**config.mk**
```make
export PLATFORM = sky130hd
export DESIGN_NAME = st_decoder_flat
export DESIGN_NICKNAME = d
export VERILOG_FILES = /design/src/rtl/st_decoder_pkg.sv /design/src/rtl/st_msg_pkg.sv /design/src/rtl/st_decoder_if.sv /design/src/rtl/st_sat_counter.sv /design/src/rtl/st_decoder.sv /design/src/flat_wrapper.sv
export SDC_FILE = /design/constraint.sdc
export NUM_CORES = 1
export LEC_CHECK = 0
export CAP_MARGIN = 20
export CORE_MARGIN = 2
export CORE_UTILIZATION = 42
export CTS_CLUSTER_DIAMETER = 150
export DETAILED_ROUTE_END_ITERATION = 16
export GPL_TIMING_DRIVEN = 0
export PLACE_DENSITY_LB_ADDON = 0.15
export SLEW_MARGIN = 10
export SYNTH_ARGS = -nofsm -noshare
export SYNTH_HDL_FRONTEND = slang
export SYNTH_SLANG_ARGS = --single-unit
```
**constraint.sdc**
```tcl
create_clock -name clk -period 4 [get_ports clk]
set_input_delay 1.2 -clock clk [delete_from_list [all_inputs] [get_ports clk]]
set_output_delay 1.2 -clock clk [all_outputs]
set_load 0.1 [all_outputs]
```
**src/rtl/st_decoder_pkg.sv**
```systemverilog
// ---------------------------------------------------------------------------
// st_decoder_pkg
// Decoder-private types: FSM state encoding and a beat-length helper.
// ---------------------------------------------------------------------------
package st_decoder_pkg;

    typedef enum logic [2:0] {
        IDLE = 3'd0,
        W7   = 3'd1,
        W8   = 3'd2,
        W9   = 3'd3,
        EMIT = 3'd4,
        DROP = 3'd5
    } dec_state_t;

    // len encodes the number of valid bytes in a beat, with 0 meaning all 4.
    function automatic logic beat_is_full(input logic [1:0] len);
        return (len == 2'd0);
    endfunction

endpackage

```
**src/rtl/st_msg_pkg.sv**
```systemverilog
// ---------------------------------------------------------------------------
// st_msg_pkg
// Shared message definitions for the st packet encoder/decoder pair.
//   fields_t             : decoded msg3 record (field6..field9 + avail flags)
//   msg_type_supported_t : message type codes carried on st_intf
//   MSG3                 : the only message type this path carries today
//   FIELDx_OFS / FIELDx_W: payload byte offset and bit width of each field
// ---------------------------------------------------------------------------
package st_msg_pkg;

    localparam int MSG_TYPE_W = 2;
    localparam int MSG3_BYTES = 15;

    // Byte offsets inside the serialized msg3 payload
    localparam int FIELD6_OFS = 0;
    localparam int FIELD7_OFS = 4;
    localparam int FIELD8_OFS = 8;
    localparam int FIELD9_OFS = 12;

    // Field widths in bits
    localparam int FIELD6_W = 32;
    localparam int FIELD7_W = 32;
    localparam int FIELD8_W = 32;
    localparam int FIELD9_W = 24;

    typedef enum logic [MSG_TYPE_W-1:0] {
        MSG_NONE = 2'd0,
        MSG1     = 2'd1,
        MSG2     = 2'd2,
        MSG3     = 2'd3
    } msg_type_supported_t;

    typedef struct packed {
        logic [FIELD6_W-1:0] field6;
        logic [FIELD7_W-1:0] field7;
        logic [FIELD8_W-1:0] field8;
        logic [FIELD9_W-1:0] field9;
        logic                field6_avail;
        logic                field7_avail;
        logic                field8_avail;
        logic                field9_avail;
    } fields_t;

endpackage

```
**src/rtl/st_decoder_if.sv**
```systemverilog
// ---------------------------------------------------------------------------
// st_pkt_intf : packet beat stream (sop/eop/valid/len/data, ready back)
//   master drives sop, eop, valid, len, data; slave drives ready.
// st_intf     : simple valid/ready handshake carrying a message type
//   master drives data, valid; slave drives ready.
// ---------------------------------------------------------------------------
interface st_pkt_intf #(
    parameter int WIDTH = 32
);
    logic             sop;
    logic             eop;
    logic             valid;
    logic [1:0]       len;
    logic [WIDTH-1:0] data;
    logic             ready;

    modport master (output sop, eop, valid, len, data, input ready);
    modport slave  (input sop, eop, valid, len, data, output ready);
endinterface

interface st_intf #(
    parameter int DW = 2
);
    logic [DW-1:0] data;
    logic          valid;
    logic          ready;

    modport master (output data, valid, input ready);
    modport slave  (input data, valid, output ready);
endinterface

```
**src/rtl/st_sat_counter.sv**
```systemverilog
// ---------------------------------------------------------------------------
// st_sat_counter
// Up-counter that sticks at all-ones.
//   clk : clock
//   clr : synchronous clear (highest priority)
//   inc : add one this cycle (ignored once saturated)
//   cnt : current count
// ---------------------------------------------------------------------------
module st_sat_counter #(
    parameter int W = 16
) (
    input  logic         clk,
    input  logic         clr,
    input  logic         inc,
    output logic [W-1:0] cnt
);

    logic [W-1:0] cnt_q;
    logic [W-1:0] cnt_d;

    always_comb begin
        cnt_d = cnt_q;
        if (inc && (cnt_q != {W{1'b1}})) begin
            cnt_d = cnt_q + W'(1);
        end
    end

    always_ff @(posedge clk) begin
        if (clr) begin
            cnt_q <= '0;
        end else begin
            cnt_q <= cnt_d;
        end
    end

    assign cnt = cnt_q;

endmodule

```
**src/rtl/st_decoder.sv**
```systemverilog
// ---------------------------------------------------------------------------
// st_decoder
// Rebuilds a msg3 fields_t record from a 4-beat, 15-byte packet stream and
// announces it with msg type MSG3 on a valid/ready handshake.
//   clk        : clock, rising edge
//   rst_n      : synchronous active-low reset
//   i_pkt_intf : packet beats in (ready is registered, 0 while emitting)
//   o_msg_type : MSG3 + valid out, ready in
//   o_fields   : decoded fields with per-field avail flags
//   o_err_cnt  : saturating protocol error count (only when the macro
//                ST_DECODER_ERR_CNT_EN is defined)
// ---------------------------------------------------------------------------
module st_decoder
    import st_msg_pkg::*;
    import st_decoder_pkg::*;
#(
    parameter int WIDTH = 32
) (
    input  logic       clk,
    input  logic       rst_n,
    st_pkt_intf.slave  i_pkt_intf,
    st_intf.master     o_msg_type,
    output fields_t    o_fields
`ifdef ST_DECODER_ERR_CNT_EN
    ,
    output logic [15:0] o_err_cnt
`endif
);

    dec_state_t          state_q, state_d;
    fields_t             fields_q, fields_d;
    fields_t             fields_restart;
    logic                pkt_ready_q, pkt_ready_d;
    logic                msg_valid_q, msg_valid_d;
    logic [MSG_TYPE_W-1:0] msg_data_q, msg_data_d;
    logic                err_pulse;
    logic                beat_acc;
    logic                beat_full;
    logic [WIDTH-1:0]    beat_data;

    assign beat_acc  = i_pkt_intf.valid && pkt_ready_q;
    assign beat_full = beat_is_full(i_pkt_intf.len);
    assign beat_data = i_pkt_intf.data;

    // Record as it looks after taking the current beat as a fresh field6.
    always_comb begin
        fields_restart = '0;
        if (beat_full) begin
            fields_restart.field6       = beat_data;
            fields_restart.field6_avail = 1'b1;
        end
    end

    always_comb begin
        state_d   = state_q;
        fields_d  = fields_q;
        err_pulse = 1'b0;

        // A sop restarts decoding from any collecting state; it is only an
        // error when it cuts off a message already in progress.
        if (beat_acc && i_pkt_intf.sop &&
            (state_q == IDLE || state_q == W7 || state_q == W8 || state_q == W9)) begin
            err_pulse = (state_q != IDLE);
            fields_d  = fields_restart;
            state_d   = i_pkt_intf.eop ? EMIT : W7;
        end else begin
            case (state_q)
                IDLE: begin
                    if (beat_acc) begin
                        err_pulse = 1'b1;
                    end
                end
                W7: begin
                    if (beat_acc) begin
                        if (beat_full) begin
                            fields_d.field7       = beat_data;
                            fields_d.field7_avail = 1'b1;
                        end
                        state_d = i_pkt_intf.eop ? EMIT : W8;
                    end
                end
                W8: begin
                    if (beat_acc) begin
                        if (beat_full) begin
                            fields_d.field8       = beat_data;
                            fields_d.field8_avail = 1'b1;
                        end
                        state_d = i_pkt_intf.eop ? EMIT : W9;
                    end
                end
                W9: begin
                    if (beat_acc) begin
                        if (i_pkt_intf.eop) begin
                            // Only a 3-byte closing beat carries a valid field9.
                            if (i_pkt_intf.len == 2'd3) begin
                                fields_d.field9       = beat_data[23:0];
                                fields_d.field9_avail = 1'b1;
                            end else begin
                                err_pulse = 1'b1;
                            end
                            state_d = EMIT;
                        end else begin
                            err_pulse = 1'b1;
                            state_d   = DROP;
                        end
                    end
                end
                EMIT: begin
                    if (o_msg_type.ready) begin
                        state_d  = IDLE;
                        fields_d = '0;
                    end
                end
                DROP: begin
                    if (beat_acc && i_pkt_intf.eop) begin
                        state_d  = IDLE;
                        fields_d = '0;
                    end
                end
                default: begin
                    state_d  = IDLE;
                    fields_d = '0;
                end
            endcase
        end

        // Outputs are registered from the next state so ready never depends
        // combinationally on valid, and valid rises one cycle after the
        // closing beat.
        pkt_ready_d = (state_d != EMIT);
        msg_valid_d = (state_d == EMIT);
        msg_data_d  = (state_d == EMIT) ? MSG3 : MSG_NONE;
    end

    always_ff @(posedge clk) begin
        if (!rst_n) begin
            state_q     <= IDLE;
            fields_q    <= '0;
            pkt_ready_q <= 1'b0;
            msg_valid_q <= 1'b0;
            msg_data_q  <= '0;
        end else begin
            state_q     <= state_d;
            fields_q    <= fields_d;
            pkt_ready_q <= pkt_ready_d;
            msg_valid_q <= msg_valid_d;
            msg_data_q  <= msg_data_d;
        end
    end

    assign i_pkt_intf.ready = pkt_ready_q;
    assign o_msg_type.valid = msg_valid_q;
    assign o_msg_type.data  = msg_data_q;
    assign o_fields         = fields_q;

`ifdef ST_DECODER_ERR_CNT_EN
    st_sat_counter #(
        .W (16)
    ) u_err_cnt (
        .clk (clk),
        .clr (~rst_n),
        .inc (err_pulse),
        .cnt (o_err_cnt)
    );
`else
    logic unused_err_pulse;
    assign unused_err_pulse = err_pulse;
`endif

endmodule
```
**src/flat_wrapper.sv**
```systemverilog
// flat-port wrapper written by rule: the top's interface ports become plain ports
module st_decoder_flat import st_msg_pkg::*; import st_decoder_pkg::*;
#(
    parameter int WIDTH = 32
)
  (clk, rst_n, o_fields, i_pkt_intf_sop, i_pkt_intf_eop, i_pkt_intf_valid, i_pkt_intf_len, i_pkt_intf_data, i_pkt_intf_ready, o_msg_type_data, o_msg_type_valid, o_msg_type_ready);
  st_pkt_intf #(.WIDTH(WIDTH)) i_pkt_intf_i ();
  st_intf o_msg_type_i ();
  input  logic clk;
  input  logic rst_n;
  output fields_t o_fields;
  input wire logic [$bits(i_pkt_intf_i.sop)-1:0] i_pkt_intf_sop;
  input wire logic [$bits(i_pkt_intf_i.eop)-1:0] i_pkt_intf_eop;
  input wire logic [$bits(i_pkt_intf_i.valid)-1:0] i_pkt_intf_valid;
  input wire logic [$bits(i_pkt_intf_i.len)-1:0] i_pkt_intf_len;
  input wire logic [$bits(i_pkt_intf_i.data)-1:0] i_pkt_intf_data;
  output wire logic [$bits(i_pkt_intf_i.ready)-1:0] i_pkt_intf_ready;
  output wire logic [$bits(o_msg_type_i.data)-1:0] o_msg_type_data;
  output wire logic [$bits(o_msg_type_i.valid)-1:0] o_msg_type_valid;
  input wire logic [$bits(o_msg_type_i.ready)-1:0] o_msg_type_ready;
  assign i_pkt_intf_i.sop = i_pkt_intf_sop;
  assign i_pkt_intf_i.eop = i_pkt_intf_eop;
  assign i_pkt_intf_i.valid = i_pkt_intf_valid;
  assign i_pkt_intf_i.len = i_pkt_intf_len;
  assign i_pkt_intf_i.data = i_pkt_intf_data;
  assign i_pkt_intf_ready = i_pkt_intf_i.ready;
  assign o_msg_type_data = o_msg_type_i.data;
  assign o_msg_type_valid = o_msg_type_i.valid;
  assign o_msg_type_i.ready = o_msg_type_ready;
  st_decoder #(.WIDTH(WIDTH)) u_core (.clk(clk), .rst_n(rst_n), .i_pkt_intf(i_pkt_intf_i), .o_msg_type(o_msg_type_i), .o_fields(o_fields));
endmodule
```
**Yosys cells after proc, flatten, opt, wreduce, memory -nomap -nowiden**

Index checks and enable logic that the tools add are counted.

- Bits in registers: 131
- Logic and storage cells: 89
- Output and inout port bits: 128
- Input port bits: 40

- Multiplexer cells: 35
- Equal/unequal tests: 20
- Reductions and logical operators: 18
- Bitwise logic cells: 4

Operators by type and width:

| cell | number |
|---|---|
| $mux 124 | 3 |
| $pmux 32 s4 | 2 |
| $mux 32 | 3 |
| $pmux 24 s4 | 1 |
| $pmux 32 s3 | 1 |
| $mux 24 | 3 |
| $mux 3 | 9 |
| $pmux 3 s6 | 1 |
| $ne 2x1->1 const B | 7 |
| $pmux 1 s4 | 3 |
| $reduce_and 5->1 | 2 |
| $eq 3x3->1 const B | 3 |
| $reduce_or 3->1 | 3 |
| $mux 1 | 7 |
| $eq 3x2->1 const B | 2 |
| $ne 2x2->1 const B | 3 |
| $reduce_and 6->1 | 1 |
| $logic_and 1x1->1 | 4 |
| $not 1->1 | 4 |
| $reduce_or 4->1 | 1 |
| $eq 3x1->1 const B | 1 |
| $logic_not 3->1 | 1 |
| $logic_or 1x1->1 | 3 |
| $ne 3x1->1 const B | 1 |
| 8 further kinds | 8 |

**Longest topological paths before layout**

- Depth after elaboration: 8
- Gate-level depth with buffers: 6
- Depth with buffers taken out: 4

**Least setup slack after synthesis**

No wires, ideal clock.

- Path kind: register to output
- From: reg u_core.msg_data_q[0] (netlist: u_core.o_msg_type.data[0])
- To: out o_msg_type_data[0]
- Path slack: 1.426 ns
- Arrival: 1.374 ns
- Path buffers: 1
- Required time: 2.800 ns
- Stages on the path, launching flop included: 2
- Cells stage by stage: dfxtp_1 -> buf_4

RTL lines:

| item | RTL line | text |
|---|---|---|
| start: declaration | st_decoder.sv:35 | `logic [MSG_TYPE_W-1:0] msg_data_q, msg_data_d;` |
| start signal: assignment | st_decoder.sv:147 | `msg_data_q <= msg_data_d;` |
| end: declaration | flat_wrapper.sv:18 | `output wire logic [$bits(o_msg_type_i.data)-1:0] o_msg_type_data;` |

No word-level cell between the ends.

**Worst setup path after layout**

- From: reg u_core.pkt_ready_q (netlist: u_core.i_pkt_intf.ready)
- To: out i_pkt_intf_ready

RTL lines:

| item | RTL line | text |
|---|---|---|
| start: declaration | st_decoder.sv:33 | `logic pkt_ready_q, pkt_ready_d;` |
| start signal: assignment | st_decoder.sv:145 | `pkt_ready_q <= pkt_ready_d;` |
| end: declaration | flat_wrapper.sv:17 | `output wire logic [$bits(i_pkt_intf_i.ready)-1:0] i_pkt_intf_ready;` |

No word-level cell between the ends.

==> metrics.md <==
| Metric | Value |
|---|---|
| Total I/O pin count | `168` |
| First-pass GRT wire length | `19900 microns` |
| Clk sinks | `129` |
| Total Die Area | `0.0113 sq mm` |
| Crit Path Class | `flip-flop to output pin` |
| Syn Inst Count | `341` |
| Maxcap violations | `0` |
| CTS tree | `done` |
| Starting Density | `0.430` |
| Worst Hold Class | `flip-flop to flip-flop` |
| Htree depth | `4` |
| R2R Path Start | `u_core.i_pkt_intf.ready` |
| Share of the synthesized area in the top cell type | `0.587` |
| CP startpoint kind | `flip-flop` |
| Placed Cells | `643` |
| Tmin final | `3380 ps` |
| # DRC | `0` |
| Clk slew on worst S/H paths | `60 ps` |
| Final Hold Fails | `0` |
| Post-synth ARST share | `0` |
| Clock power frac | `0.494` |
| Unrepaired setup endpoints after global routing | `false` |
| Slew Viols, Final | `0` |
| Clock tree buffer depth | `2` |
| Status | `finished clean` |
| Detail Placement HPWL | `8630 microns` |
| Core ar. | `0.0102 sq mm` |
| Critical Path End Type | `output pin` |
| Fmax | `296 MHz` |
| Worst Path Required | `2800 ps` |
| Synth Area in Compound Gates | `0.284` |
| Nets | `566` |
| Die W | `106 microns` |
| Pin count of the biggest net entering global routing | `17` |
| Slowest cell on the critical path | `clkdlybuf4s50_1` |
| Clock root cell | `clkbuf_8` |
| Ys Warns | `0` |
| Post-Layout Cell Count | `674` |
| Antenna-violating nets left | `0` |
| Worst-path fanout max | `7` |
| Synthesized cell area | `0.00440 sq mm` |
| Layout cells sized above 1 | `0.134` |
| Gate power share | `0.069` |
| Cell-internal power | `2.27 mW` |
| Mux contribution to synthesized area | `0` |
| Final setup viols | `0` |
| CP startpoint | `u_core.i_pkt_intf.ready` |
| XOR/XNOR Fraction of Synth Area | `0.00199` |
| Main synth FF type | `dfxtp_1` |
| Post-synthesis adder-cell area fraction | `0` |
| Die height | `106 microns` |
| Detailed router's first-iteration violation count | `157` |
| Seq pwr share | `0.437` |
| Total grt overflow | `0` |
| Worst-Margin Slew | `1030 ps` |
| Leading area contributor after synthesis | `dfxtp_1` |
| Number of global-route vias before repair | `3654` |
| Sequential share of the synthesized area | `0.587` |
| Hold_buf cts | `0` |
| Relative slew slack | `0.312` |
| Port bufs | `166` |
| Worst-skew pair later-pin latency | `500 ps` |
| Worst Hold Launch | `u_core.o_fields[0]` |
| Register bit total from synthesis | `129` |
| Switch Pwr | `0.696 mW` |
| Post-synth EDFFs | `0` |
| Postcts setup bufs | `0` |
| CP bufs+invs | `1` |
| Max stage delay on crit path | `1200 ps` |
| Largest cells by area after synthesis | `dfxtp_1 59%, a22o_1 24%, buf_6 2.6%, buf_2 1.1%, buf_8 1.0%` |
| Synth Area in Simple Gates | `0.0713` |
| Peak VDD IR | `0.285 mV` |
| Layout Skew | `11.1 ps` |
| Largest family of logic cells by synthesized area | `compound AO/OA/AOI/OAI gates` |
| Syn_nets | `381` |
| DR vias | `3617` |
| Site Rows | `37` |
| Vias per cell | `5.37` |
| Synth-to-Final Area Change | `54.5%` |
| Per-cell routed wire length | `18.5 microns` |
| Leak | `2.64 nW` |
| Synth unique cells | `47` |
| Worst Path Arrival | `2180 ps` |
| Switching share of power | `0.235` |
| Initial antenna violation count | `0` |
| Placer Congestion | `0.820` |
| Crit path cell chain | `clkdlybuf4s50_1` |
| Fill count | `806` |
| Pre-Repair DR Iteration Count | `5` |
| Crit path max-delay family | `buffers and inverters` |
| Fin crit share | `0.845` |
| Setup TNS | `0 ps` |
| Power Density | `436 mW/mm^2` |
| Drt total wl | `12500 microns` |
| Antenna cell count | `0` |
| Tot GR Track Use | `0.224` |
| CTS resizes | `0` |
| CTS buffer count | `17` |
| Syn Area/Cell | `12.9 sq um` |
-- worst reg2reg max path, stage by stage (launching register included) --
cell and delay, ps:
dfxtp_1 470, and2_1 240, nand2_1 70, nor3_1 690, buf_2 390, a22o_1 190
-- cell usage in the layout (no fill, tap or decap), types with 3 or more instances in the layout --
cell type and instances:
clkbuf_16 16, clkdlybuf4s50_1 166, nor2b_1 3, clkbuf_1 5, clkinv_2 3, nand2b_1 3, o21ai_0 4, buf_2 10
dfxtp_1 129, nand2_1 5, a21o_1 3, inv_6 3, buf_8 3, buf_4 3, a22o_1 120, nor2_1 4
buf_6 10
-- layer usage --
layer  GRT usage  share of wire
met1       0.292           0.43
met2       0.360           0.48
met3      0.0632          0.080
met5           0              0
met4      0.0695          0.011
-- area by class of cell --
type | count | area (sq um) | area share
Buffer | 30 | 245 | 0.0361
Clock buffer | 19 | 432 | 0.0635
Clock inverter | 12 | 134 | 0.0197
Multi-Input combinational cell | 182 | 1570 | 0.232
Sequential cell | 129 | 2580 | 0.380
Tap cell | 136 | 170 | 0.0250
Timing Repair Buffer | 166 | 1660 | 0.244
-- flip-flops by register name (all words and copies together) (netlist names) --
signal / flops
u_core.i_pkt_intf.ready: 1
u_core.o_msg_type.data: 1
u_core.o_fields: 124
u_core.state_q: 3
-- kinds of logic (layout without fill, tap and decap cells) --
group,count (synthesis),count (layout)
XOR/XNOR,1,1
flip-flops,129,129
buffers and inverters,30,227
AND/OR/NAND/NOR,39,39
AO/OA/AOI/OAI,142,142
-- metrics by stage --
step	util	hold WS [ps]	worst slack [ps]	area, sq um	power (mW)
4_1_cts	0.665	469	594	6800	2.99
6_report	0.665	465	621	6800	2.96
2_1_floorplan	-	645	1430	4400	1.44
3_3_place_gp	0.609	435	589	6230	1.53
3_5_place_dp	0.609	443	518	6230	1.53
5_1_grt	0.665	485	573	6800	3.06
-- synthesized netlist by cell type (2+ instances only) --
cell,count
a22oi_1,2
a22o_1,120
clkbuf_1,4
buf_4,3
o31ai_1,2
buf_2,10
nand2_1,5
o21ai_0,4
nand3_1,2
buf_8,3
nor2_1,4
buf_6,10
nand2b_1,3
and3_1,2
nor3_1,2
and2_1,2
a21o_1,3
dfxtp_1,129
nor2b_1,3
-- power by group through the flow --
stage	clock [mW]	combinational [mW]	sequential (mW)
6_report	1.46	0.204	1.30
5_1_grt	1.55	0.216	1.30
4_1_cts	1.49	0.206	1.30
3_5_place_dp	0	0.205	1.32
3_3_place_gp	0	0.202	1.32
2_1_floorplan	0	0.0724	1.36
-- worst paths after layout --
kind | depth (start not counted) | slack [ps] | end
worst min register to register | 1 | 460 | u_core.o_fields[0]
worst max-delay path | 1 | 620 | i_pkt_intf_ready
worst max register to register | 5 | 1890 | u_core.o_fields[67]
worst min-delay path | 1 | 460 | u_core.o_fields[0]
Power figures use the tool's default switching activity.
